===== config.mk =====
export PLATFORM = sky130hd
export DESIGN_NAME = alu_muldiv_controller
export DESIGN_NICKNAME = d
export VERILOG_FILES = /design/src/rtl/alu_pkg.sv /design/src/rtl/muldiv_iter.sv /design/src/rtl/alu_muldiv_controller.sv
export SDC_FILE = /design/constraint.sdc
export NUM_CORES = 1
export LEC_CHECK = 0
export ABC_AREA = 0
export ABC_CLOCK_PERIOD_IN_PS = 4600
export BUFFER_PORTS_ARGS = -buffer_cell sky130_fd_sc_hd__buf_2
export CAP_MARGIN = 40
export CORE_UTILIZATION = 60
export DETAILED_ROUTE_END_ITERATION = 10
export HOLD_SLACK_MARGIN = 0.15
export PLACE_DENSITY = 0.83
export SLEW_MARGIN = 30
export SYNTH_ARGS = -nofsm -noshare
export SYNTH_HDL_FRONTEND = slang
export SYNTH_SLANG_ARGS = --single-unit

===== constraint.sdc =====
create_clock -name clk -period 4.6 [get_ports clk]
set_clock_uncertainty 0.15 [all_clocks]
set_input_delay 0.69 -clock clk [delete_from_list [all_inputs] [get_ports clk]]
set_output_delay 0.69 -clock clk [all_outputs]
set_load 0.01 [all_outputs]

===== src/rtl/alu_pkg.sv =====
// Shared encodings for the execute-stage ALU decode and the iterative RV32M unit:
// ALU control codes, instruction class codes, M-op funct3 values and FSM states.
package alu_pkg;

    localparam int ALU_CTRL_W = 4;

    localparam logic [ALU_CTRL_W-1:0] ALU_ADD  = 4'b0000;
    localparam logic [ALU_CTRL_W-1:0] ALU_SUB  = 4'b0001;
    localparam logic [ALU_CTRL_W-1:0] ALU_AND  = 4'b0010;
    localparam logic [ALU_CTRL_W-1:0] ALU_OR   = 4'b0011;
    localparam logic [ALU_CTRL_W-1:0] ALU_XOR  = 4'b0100;
    localparam logic [ALU_CTRL_W-1:0] ALU_SLT  = 4'b0101;
    localparam logic [ALU_CTRL_W-1:0] ALU_SLTU = 4'b0111;
    localparam logic [ALU_CTRL_W-1:0] ALU_SLL  = 4'b1000;
    localparam logic [ALU_CTRL_W-1:0] ALU_SRL  = 4'b1001;
    localparam logic [ALU_CTRL_W-1:0] ALU_SRA  = 4'b1010;

    localparam logic [1:0] S_T = 2'b00;
    localparam logic [1:0] B_T = 2'b01;
    localparam logic [1:0] R_T = 2'b10;
    localparam logic [1:0] I_T = 2'b11;

    localparam logic [6:0] F7_BASE = 7'b0000000;
    localparam logic [6:0] F7_ALT  = 7'b0100000;
    localparam logic [6:0] F7_MD   = 7'b0000001;

    localparam logic [2:0] MD_MUL    = 3'b000;
    localparam logic [2:0] MD_MULH   = 3'b001;
    localparam logic [2:0] MD_MULHSU = 3'b010;
    localparam logic [2:0] MD_MULHU  = 3'b011;
    localparam logic [2:0] MD_DIV    = 3'b100;
    localparam logic [2:0] MD_DIVU   = 3'b101;
    localparam logic [2:0] MD_REM    = 3'b110;
    localparam logic [2:0] MD_REMU   = 3'b111;

    typedef enum logic [1:0] {
        ST_IDLE = 2'b00,
        ST_RUN  = 2'b01,
        ST_DONE = 2'b10
    } md_state_e;

endpackage


===== src/rtl/muldiv_iter.sv =====
// Radix-2 multiply/divide datapath: operates on operand magnitudes, one step per
// cycle, and applies the RV32M sign rules and divide corner cases on the way out.
module muldiv_iter
    import alu_pkg::*;
#(
    parameter int XLEN = 32
) (
    input  logic            clk,
    input  logic            rst_n,
    input  logic            start,
    input  logic            step,
    input  logic [2:0]      op,
    input  logic [XLEN-1:0] a,
    input  logic [XLEN-1:0] b,
    output logic            special,
    output logic            last,
    output logic [XLEN-1:0] result
);

    localparam int CNT_W = $clog2(XLEN) + 1;
    localparam logic [XLEN-1:0] ONE_X   = {{(XLEN-1){1'b0}}, 1'b1};
    localparam logic [XLEN-1:0] MIN_INT = {1'b1, {(XLEN-1){1'b0}}};
    localparam logic [2*XLEN-1:0] ONE_2X = {{(2*XLEN-1){1'b0}}, 1'b1};

    logic [2:0]        op_r;
    logic              neg_q_r, neg_r_r, special_r;
    logic [XLEN-1:0]   special_val_r, divisor_r;
    logic [2*XLEN-1:0] prod_r;
    logic [CNT_W-1:0]  cnt_r;

    logic              a_signed_s, b_signed_s, neg_a_s, neg_b_s, div_zero_s, ovf_s;
    logic [XLEN-1:0]   mag_a_s, mag_b_s, special_val_s;
    logic [XLEN:0]     sum_s, rem_sh_s, trial_s;
    logic [2*XLEN-1:0] step_next_s, mul_full_s;
    logic [XLEN-1:0]   quo_s, rem_s;

    assign a_signed_s = (op == MD_MUL) | (op == MD_MULH) | (op == MD_MULHSU) |
                        (op == MD_DIV) | (op == MD_REM);
    assign b_signed_s = (op == MD_MUL) | (op == MD_MULH) | (op == MD_DIV) | (op == MD_REM);
    assign neg_a_s    = a_signed_s & a[XLEN-1];
    assign neg_b_s    = b_signed_s & b[XLEN-1];
    assign mag_a_s    = neg_a_s ? (~a + ONE_X) : a;
    assign mag_b_s    = neg_b_s ? (~b + ONE_X) : b;
    assign div_zero_s = op[2] & (b == {XLEN{1'b0}});
    assign ovf_s      = ((op == MD_DIV) | (op == MD_REM)) & (a == MIN_INT) & (b == {XLEN{1'b1}});
    assign special    = div_zero_s | ovf_s;
    assign last       = (cnt_r == CNT_W'(1));

    // Corner-case results are known at accept time, so they bypass the iteration.
    always_comb begin
        special_val_s = {XLEN{1'b0}};
        if (div_zero_s) begin
            special_val_s = op[1] ? a : {XLEN{1'b1}};
        end else if (ovf_s) begin
            special_val_s = op[1] ? {XLEN{1'b0}} : MIN_INT;
        end else begin
            special_val_s = {XLEN{1'b0}};
        end
    end

    // One shift-add (multiply) or restoring-subtract (divide) step.
    always_comb begin
        sum_s       = {1'b0, prod_r[2*XLEN-1:XLEN]} + (prod_r[0] ? {1'b0, divisor_r} : {(XLEN+1){1'b0}});
        rem_sh_s    = {prod_r[2*XLEN-1:XLEN], prod_r[XLEN-1]};
        trial_s     = rem_sh_s - {1'b0, divisor_r};
        step_next_s = prod_r;
        if (!op_r[2]) begin
            step_next_s = {sum_s, prod_r[XLEN-1:1]};
        end else if (!trial_s[XLEN]) begin
            step_next_s = {trial_s[XLEN-1:0], prod_r[XLEN-2:0], 1'b1};
        end else begin
            step_next_s = {rem_sh_s[XLEN-1:0], prod_r[XLEN-2:0], 1'b0};
        end
    end

    // Sign fixup and result select.
    always_comb begin
        mul_full_s = neg_q_r ? (~prod_r + ONE_2X) : prod_r;
        quo_s      = neg_q_r ? (~prod_r[XLEN-1:0] + ONE_X) : prod_r[XLEN-1:0];
        rem_s      = neg_r_r ? (~prod_r[2*XLEN-1:XLEN] + ONE_X) : prod_r[2*XLEN-1:XLEN];
        result     = {XLEN{1'b0}};
        if (special_r) begin
            result = special_val_r;
        end else begin
            case (op_r)
                MD_MUL:                       result = mul_full_s[XLEN-1:0];
                MD_MULH, MD_MULHSU, MD_MULHU: result = mul_full_s[2*XLEN-1:XLEN];
                MD_DIV, MD_DIVU:              result = quo_s;
                MD_REM, MD_REMU:              result = rem_s;
                default:                      result = {XLEN{1'b0}};
            endcase
        end
    end

    // Operand latch on accept, then iterate while the counter runs down.
    always_ff @(posedge clk or negedge rst_n) begin
        if (!rst_n) begin
            op_r          <= 3'b000;
            neg_q_r       <= 1'b0;
            neg_r_r       <= 1'b0;
            special_r     <= 1'b0;
            special_val_r <= {XLEN{1'b0}};
            divisor_r     <= {XLEN{1'b0}};
            prod_r        <= {(2*XLEN){1'b0}};
            cnt_r         <= {CNT_W{1'b0}};
        end else if (start) begin
            op_r          <= op;
            neg_q_r       <= neg_a_s ^ neg_b_s;
            neg_r_r       <= neg_a_s;
            special_r     <= special;
            special_val_r <= special_val_s;
            divisor_r     <= mag_b_s;
            prod_r        <= {{XLEN{1'b0}}, mag_a_s};
            cnt_r         <= CNT_W'(XLEN);
        end else if (step && (cnt_r != {CNT_W{1'b0}})) begin
            prod_r        <= step_next_s;
            cnt_r         <= cnt_r - CNT_W'(1);
        end
    end

endmodule


===== src/rtl/alu_muldiv_controller.sv =====
// Execute-stage control: combinational ALU decode with illegal-encoding flag, plus
// the IDLE/RUN/DONE sequencer that drives the iterative RV32M unit and the stall.
module alu_muldiv_controller
    import alu_pkg::*;
#(
    parameter int XLEN   = 32,
    parameter int CTRL_W = 4
) (
    input  logic              clk,
    input  logic              rst_n,
    input  logic              in_valid,
    input  logic [1:0]        alu_op,
    input  logic [2:0]        func3,
    input  logic [6:0]        func7,
    input  logic [XLEN-1:0]   op_a,
    input  logic [XLEN-1:0]   op_b,
    input  logic              kill,
    output logic [CTRL_W-1:0] alu_ctrl,
    output logic              illegal,
    output logic              is_md,
    output logic              in_ready,
    output logic              stall,
    output logic              md_valid,
    output logic [XLEN-1:0]   md_result
);

    logic [ALU_CTRL_W-1:0] ctrl_s;
    logic                  legal_s, is_md_s, accept_s, special_s, last_s;
    logic [XLEN-1:0]       result_s;
    md_state_e             state_r, state_next_s;
    logic                  md_valid_r;
    logic [XLEN-1:0]       md_result_r;

    assign accept_s  = in_valid & is_md_s & ~kill & (state_r == ST_IDLE);
    assign in_ready  = (state_r == ST_IDLE);
    assign stall     = (in_valid & is_md_s & (state_r == ST_IDLE)) | (state_r == ST_RUN);
    assign illegal   = in_valid & ~legal_s;
    assign is_md     = is_md_s;
    assign alu_ctrl  = CTRL_W'(ctrl_s);
    assign md_valid  = md_valid_r;
    assign md_result = md_result_r;

    // Instruction decode; anything unrecognised falls back to ADD and flags illegal.
    always_comb begin
        ctrl_s  = ALU_ADD;
        legal_s = 1'b0;
        is_md_s = 1'b0;
        case (alu_op)
            S_T: legal_s = 1'b1;
            B_T: begin
                ctrl_s  = ALU_SUB;
                legal_s = 1'b1;
            end
            R_T: begin
                if (func7 == F7_MD) begin
                    is_md_s = 1'b1;
                    legal_s = 1'b1;
                end else if (func7 == F7_BASE) begin
                    legal_s = 1'b1;
                    case (func3)
                        3'b000:  ctrl_s = ALU_ADD;
                        3'b001:  ctrl_s = ALU_SLL;
                        3'b010:  ctrl_s = ALU_SLT;
                        3'b011:  ctrl_s = ALU_SLTU;
                        3'b100:  ctrl_s = ALU_XOR;
                        3'b101:  ctrl_s = ALU_SRL;
                        3'b110:  ctrl_s = ALU_OR;
                        3'b111:  ctrl_s = ALU_AND;
                        default: ctrl_s = ALU_ADD;
                    endcase
                end else if (func7 == F7_ALT) begin
                    case (func3)
                        3'b000: begin
                            ctrl_s  = ALU_SUB;
                            legal_s = 1'b1;
                        end
                        3'b101: begin
                            ctrl_s  = ALU_SRA;
                            legal_s = 1'b1;
                        end
                        default: legal_s = 1'b0;
                    endcase
                end else begin
                    legal_s = 1'b0;
                end
            end
            I_T: begin
                legal_s = 1'b1;
                case (func3)
                    3'b000:  ctrl_s = ALU_ADD;
                    3'b001:  ctrl_s = ALU_SLL;
                    3'b010:  ctrl_s = ALU_SLT;
                    3'b011:  ctrl_s = ALU_SLTU;
                    3'b100:  ctrl_s = ALU_XOR;
                    3'b101:  ctrl_s = func7[5] ? ALU_SRA : ALU_SRL;
                    3'b110:  ctrl_s = ALU_OR;
                    3'b111:  ctrl_s = ALU_AND;
                    default: ctrl_s = ALU_ADD;
                endcase
            end
            default: legal_s = 1'b0;
        endcase
    end

    // Sequencer next state; kill overrides everything, including a same-cycle accept.
    always_comb begin
        state_next_s = state_r;
        if (kill) begin
            state_next_s = ST_IDLE;
        end else begin
            case (state_r)
                ST_IDLE: begin
                    if (accept_s) begin
                        state_next_s = special_s ? ST_DONE : ST_RUN;
                    end else begin
                        state_next_s = ST_IDLE;
                    end
                end
                ST_RUN: begin
                    if (last_s) begin
                        state_next_s = ST_DONE;
                    end else begin
                        state_next_s = ST_RUN;
                    end
                end
                ST_DONE: state_next_s = ST_IDLE;
                default: state_next_s = ST_IDLE;
            endcase
        end
    end

    // State register.
    always_ff @(posedge clk or negedge rst_n) begin
        if (!rst_n) begin
            state_r <= ST_IDLE;
        end else begin
            state_r <= state_next_s;
        end
    end

    // Result register: captured as DONE retires, held until the next completion.
    always_ff @(posedge clk or negedge rst_n) begin
        if (!rst_n) begin
            md_valid_r  <= 1'b0;
            md_result_r <= {XLEN{1'b0}};
        end else if ((state_r == ST_DONE) && !kill) begin
            md_valid_r  <= 1'b1;
            md_result_r <= result_s;
        end else begin
            md_valid_r  <= 1'b0;
        end
    end

    muldiv_iter #(.XLEN(XLEN)) u_muldiv (
        .clk     (clk),
        .rst_n   (rst_n),
        .start   (accept_s),
        .step    (state_r == ST_RUN),
        .op      (func3),
        .a       (op_a),
        .b       (op_b),
        .special (special_s),
        .last    (last_s),
        .result  (result_s)
    );

endmodule


# After elaboration in Yosys (flattened, before gate mapping)
# Memory sizes are Yosys's and may differ from the RTL's.
# Index checks and enable logic that the tools add are counted.
# totals
ff_bits	175
latch_bits	0
ram_bits	0
mem_bits_ro	32
in_bits	80
out_inout_bits	41
mem_count	1
# classes
n_addsub	8
n_mul	0
div	0
n_lt_le_gt_ge	0
n_eq_ne	24
n_shift	0
n_mux	38
n_bitwise	27
n_reduce_logical	16
# mem_list
name	words	word_bits	rd	rd_ports_with_merged_regs	wr	line	source
(no name shown)	8	4	1	0	0	alu_muldiv_controller.sv:60	case (func3)
# op_table
operator	n
$mux 32	10
$mux 64	5
$add 32x1->32 const B	4
$not 32->32	4
$pmux 32 s4	1
$add 64x1->64 const B	1
$eq 32x32->1 const B	2
$not 64->64	1
$add 32x33->33	1
$sub 33x32->33	1
$logic_not 32->1	1
$pmux 4 s8	1
$eq 3x3->1 const B	8
$eq 3x2->1 const B	4
$mux 4	3
$mux 6	2
$pmux 4 s3	1
$and 1x1->1	10
$mux 2	5
$or 1x1->1	9
$pmux 4 s2	1
$eq 7x1->1 const B	1
$eq 7x6->1 const B	1
$logic_not 7->1	1
other kinds (18)	35

# Logic depth before layout (Yosys ltp)
# depth
depth_word	9
ltp_mapped	16
mapped_depth_nobuf	14

# By module
# Synthesis repeated with hierarchy kept, for this count alone.
# hier_totals
hier_cells	2068
hier_area_um2	15992.8
# modules_own_cells
mod	instances	cells_per_inst	area_each_um2
muldiv_iter	1	1942	14381.3
alu_muldiv_controller	1	126	1611.5

# Least setup slack after synthesis
# OpenSTA, ideal clock, no wires.
# synth_path
path_kind	register to register
start	register u_muldiv.prod_r[0]
end	register u_muldiv.prod_r[57]
setup_ns	0.126
t_arrival_ns	3.291
required_ns	4.324
slack_ns	1.033
stages_incl_launch_ff	16
n_path_buf	2
period_less_slack_ns	3.567
cell_sequence	dfrtp_1 clkbuf_1 inv_1 clkbuf_1 nor2_1 ha_1 and2_1 a211oi_1 o21ai_0 a31oi_1 o21bai_1 a221oi_1 o21ba_2 o21ai_0 xor2_1 a221o_1
# synth_via
elab_chain_len	5
# synth_rtl
item	line	source
start: declaration	muldiv_iter.sv:28	logic [2*XLEN-1:0] prod_r;
start signal: assignment	muldiv_iter.sv:104	prod_r <= {(2*XLEN){1'b0}};
start signal: assignment	muldiv_iter.sv:113	prod_r <= {{XLEN{1'b0}}, mag_a_s};
start signal: assignment	muldiv_iter.sv:116	prod_r <= step_next_s;
$mux 32	muldiv_iter.sv:63	sum_s = {1'b0, prod_r[2*XLEN-1:XLEN]} + (prod_r[0] ? {1'b0, divisor_r} : {(XLEN+1){1'b0}});
$add 32x33->33	muldiv_iter.sv:63	
$mux 64	muldiv_iter.sv:67	if (!op_r[2]) begin
$mux 64	muldiv_iter.sv:115	end else if (step && (cnt_r != {CNT_W{1'b0}})) begin
$mux 64	muldiv_iter.sv:106	end else if (start) begin
# Every way passes these cells. The select of a mux whose other input is x is not followed.
# A chain may end at the register's enable or synchronous reset.

# Final worst setup path
# Ends and elaborated chain as after synthesis.

==> results list <==
* Result of the run: complete, no violations
- Part of the power in combinational logic: 0.288
- Detailed Route WL: 52100 µm
- Clock tree synthesis inserted a total of 17 buffers.
* Total power divided by cell area: ~280 nW/µm²
* Max IR drop VDD: 0.245 mV
* Final clock period utilization by the worst path: 0.940
* Worst hold path type: reg2reg
- When the netlist entered floorplanning its net count stood at ~2100.
- Clock input transition at the sequential cells of the worst setup and hold paths: around 80 ps
* Cell at the root of the clock tree: sky130_fd_sc_hd__clkbuf_16
* Detail-routed net length per standard cell: 22.0 µm
- Initial antenna violation count: 0
* Vias after detailed routing: 15900
- Post-synthesis cell type with the largest combined area: sky130_fd_sc_hd__dfrtp_1
* P_leak: 0.00744 µW
* Area growth from synthesis to layout: 10.9%
- Mapped Cells: 1965
- By area the synthesized netlist is led by sky130_fd_sc_hd__dfrtp_1 (29%), sky130_fd_sc_hd__o21ai_0 (6.9%), sky130_fd_sc_hd__xnor2_1 (6.3%).
* Die X: 161 µm
- Pin count of the biggest net entering global routing: 84
- Setup Slack @ Placement: 517 ps
- Input and output buffers added on the ports amount to 120.
- Most frequently used flop master after synthesis: sky130_fd_sc_hd__dfrtp_1
- Setup TNS: 0 ps
- Area of the mapped netlist: 15200 µm²
* Cell variety after synth: 68
- At the end of the flow the core is filled with cells to 0.686.
- Internal power: 2970 µW
- Count of final setup violators: 0
* Total track usage: 0.401
* Sequential cell fraction of total power: 0.380
- Most used standard cell by instance count after synthesis: sky130_fd_sc_hd__nand2_1
- Ys async rst share: 1.00
* WP data arrival: 4490 ps
- The detailed router finished its first iteration with 2029 violations.
- Critical Path RT: approximately 4800 ps
- The design draws 4750 µW.
* Critical path launch point type: register
- Post-synthesis average cell area: 7.75 µm²
* Die Footprint: 26000 µm²
- After the last flow step, the layout net total stands at ~2200.
- Leading cell types by count after synthesis: sky130_fd_sc_hd__nand2_1 (252), sky130_fd_sc_hd__o21ai_0 (209), sky130_fd_sc_hd__dfrtp_1 (175), sky130_fd_sc_hd__nor2_1 (155), sky130_fd_sc_hd__a21oi_1 (150)
* Detailed placement HPWL: 38900 µm
- Synth Warn #: 0
- Remaining global-route overflow: 0
* Max-slew violation total from the final report: 0
- Across the run, the number of max-cap violations was 0.
* Via density: about 6.7
- Count of unresolved DRC violations after routing: 0
- Share of cells above drive strength 1: 0.113
* Maximum clock frequency: 0.231 GHz
- Setup repair after global routing left no endpoint under its margin.
* Setup slack of the critical path after layout: 278 ps
- TritonCTS clock tree: done
- The first TritonRoute pass finished after 7 iterations.
- Of all nets on the critical path, the largest fanout is 9.
- For this design the total switching power over the nets is 1770 µW.
- Starting density of the core: 0.619
- Minimum clock period: 4320 ps
- The total count of hold-check failures in the final report is 0.
- Sinks on Clock Net: 175
- Gates resized during post-CTS repair numbered 0.
- In this run the vertical extent of the chip is ~160 µm.
- Of the total power, the clock network draws 0.331.
* Remaining antenna violation count after routing: 0
- The worst setup path is captured at a register.
* Number of inserted filler cells in the final layout: 2106
- In this run the number of H-tree levels came out at 4.
* Rel. slew slack: 0.438
- Worst skew pair latency: ~440 ps
- Global-route wire length before repair: between 80000 and 90000 µm
* Worst Tran Pin Value: about 830 ps
* Switching share of power: 0.373
* Sequential element share of the synthesized area: 0.288
* Number of enable flip-flop cells after synthesis: 0
- Total of flip-flops plus latches after synthesis: 175
* Critical path class: reg2reg
- At the end of routability-driven placement, the weighted congestion stood at roughly 1.0.
* Std-Cell Core Area: 24600 µm²
- I/O Pins: 121
* Vias in the first global route: 14500
- The clock passes through at most 2 buffers.
- The floorplan has 57 rows.
- The share of synthesized area in the top cell type comes to 0.288.
[layout by cell type (no fill, tap or decap), types with 5 or more instances in the layout]
cell type,count
sky130_fd_sc_hd__nand2_1,252
sky130_fd_sc_hd__o21ai_0,209
sky130_fd_sc_hd__dfrtp_1,174
sky130_fd_sc_hd__nor2_1,153
sky130_fd_sc_hd__a21oi_1,150
sky130_fd_sc_hd__buf_2,119
sky130_fd_sc_hd__xnor2_1,109
sky130_fd_sc_hd__inv_1,75
sky130_fd_sc_hd__ha_1,75
sky130_fd_sc_hd__xor2_1,73
sky130_fd_sc_hd__mux2i_1,63
sky130_fd_sc_hd__o31ai_1,55
sky130_fd_sc_hd__nor3_1,44
sky130_fd_sc_hd__nand3_1,42
sky130_fd_sc_hd__buf_4,39
sky130_fd_sc_hd__o211ai_1,31
sky130_fd_sc_hd__a21o_1,28
sky130_fd_sc_hd__a211oi_1,24
sky130_fd_sc_hd__nand4_1,22
sky130_fd_sc_hd__or3_1,22
sky130_fd_sc_hd__nor4_1,18
sky130_fd_sc_hd__a31oi_1,18
sky130_fd_sc_hd__clkbuf_16,17
sky130_fd_sc_hd__a221oi_1,15
sky130_fd_sc_hd__o22ai_1,14
sky130_fd_sc_hd__nand2b_1,13
sky130_fd_sc_hd__o221ai_1,13
sky130_fd_sc_hd__a22oi_1,12
sky130_fd_sc_hd__nor2b_1,11
sky130_fd_sc_hd__and3_1,10
sky130_fd_sc_hd__o41ai_1,9
sky130_fd_sc_hd__o21bai_1,9
sky130_fd_sc_hd__or4_1,7
sky130_fd_sc_hd__and2_1,7
sky130_fd_sc_hd__o21a_1,6
sky130_fd_sc_hd__clkinv_8,6
sky130_fd_sc_hd__or4_4,5
sky130_fd_sc_hd__o21ai_1,5
[per-layer routing]
metal,track usage,vias up,share of wire
met5,0.0133,-,0.00069
met4,0.148,2,0.034
met3,0.115,130,0.12
met2,0.583,946,0.43
met1,0.564,7565,0.42
li1,-,7215,-
[layout make-up]
cell class / instances / area, µm² / area share
Multi-Input combinational cell: 1589 / 10100 / 0.599
Sequential cell: 175 / 4380 / 0.259
Timing Repair Buffer: 170 / 1060 / 0.0628
Clock buffer: 17 / 425 / 0.0252
Tap cell: 324 / 405 / 0.0240
Inverter: 75 / 282 / 0.0167
Clock inverter: 15 / 211 / 0.0125
Antenna cell: 1 / 2.50 / 0.000148
[registers in the layout, summed over array words and instances, names as in the netlist]
register                flops
u_muldiv.neg_q_r            1
u_muldiv.special_r          1
u_muldiv.prod_r            64
md_valid                    1
md_result                  32
u_muldiv.divisor_r         32
u_muldiv.op_r               3
u_muldiv.special_val_r     32
u_muldiv.neg_r_r            1
state_r                     2
u_muldiv.cnt_r              6
[final timing paths]
path,endpoint,cells past startpoint,startpoint,slack (ps)
hold reg to reg,md_result[0]$_DFFE_PN0P_,2,md_result[0]$_DFFE_PN0P_,320
setup reg to reg,u_muldiv.prod_r[57]$_DFFE_PN0P_,13,u_muldiv.prod_r[0]$_DFFE_PN0P_,280
min in group asynchronous,u_muldiv.divisor_r[18]$_DFFE_PN0N_,2,rst_n,530
setup / recovery,u_muldiv.prod_r[57]$_DFFE_PN0P_,13,u_muldiv.prod_r[0]$_DFFE_PN0P_,280
max in group asynchronous,u_muldiv.special_val_r[3]$_DFFE_PN0N_,4,rst_n,2720
hold / removal,md_result[0]$_DFFE_PN0P_,2,md_result[0]$_DFFE_PN0P_,320
[worst max-delay path, cell delays in order, from the launching register on]
cell and delay [ps]:
sky130_fd_sc_hd__dfrtp_1 480, sky130_fd_sc_hd__inv_1 330, sky130_fd_sc_hd__nor2_1 100, sky130_fd_sc_hd__ha_1 340
sky130_fd_sc_hd__nor2b_1 170, sky130_fd_sc_hd__o31ai_1 440, sky130_fd_sc_hd__a31oi_1 240, sky130_fd_sc_hd__a31oi_1 340
sky130_fd_sc_hd__o21bai_1 190, sky130_fd_sc_hd__a221oi_1 550, sky130_fd_sc_hd__o21ba_2 290, sky130_fd_sc_hd__o21ai_0 120
sky130_fd_sc_hd__xor2_1 160, sky130_fd_sc_hd__a221o_1 320
[what timing repair did]
item	in CTS	in global routing
hold buffers	0	1
setup endpoints to repair	0	0
buffers inserted	0	0
hold endpoints to repair	0	24
[stage by stage]
| step | hold WS (ps) | std cells | area (µm²) |
|---|---|---|---|
| floorplan | 244 | 1965 | 15200 |
| CTS | 183 | 2358 | 16800 |
| global route | 351 | 2365 | 16900 |
| global placement | 304 | 2324 | 16100 |
| detailed placement | 312 | 2326 | 16200 |
| finish | 325 | 2366 | 16900 |
[power by group through the flow]
stage	logic (µW)	registers (µW)	clock network [µW]
6_report	1370	1810	1570
5_1_grt	1490	1820	1630
4_1_cts	1330	1800	1580
3_5_place_dp	1320	1830	0
3_3_place_gp	1290	1820	0
2_1_floorplan	956	1750	0
[cells by family after synthesis]
kind of cell	after synthesis	synth area share
mux	66	0.0436
fa+ha+maj	77	0.0643
xor+xnor	182	0.105
flops	175	0.288
buf+inv	201	0.0510
compound gates	639	0.261
simple gates	625	0.188
Power figures use the tool's default switching activity.
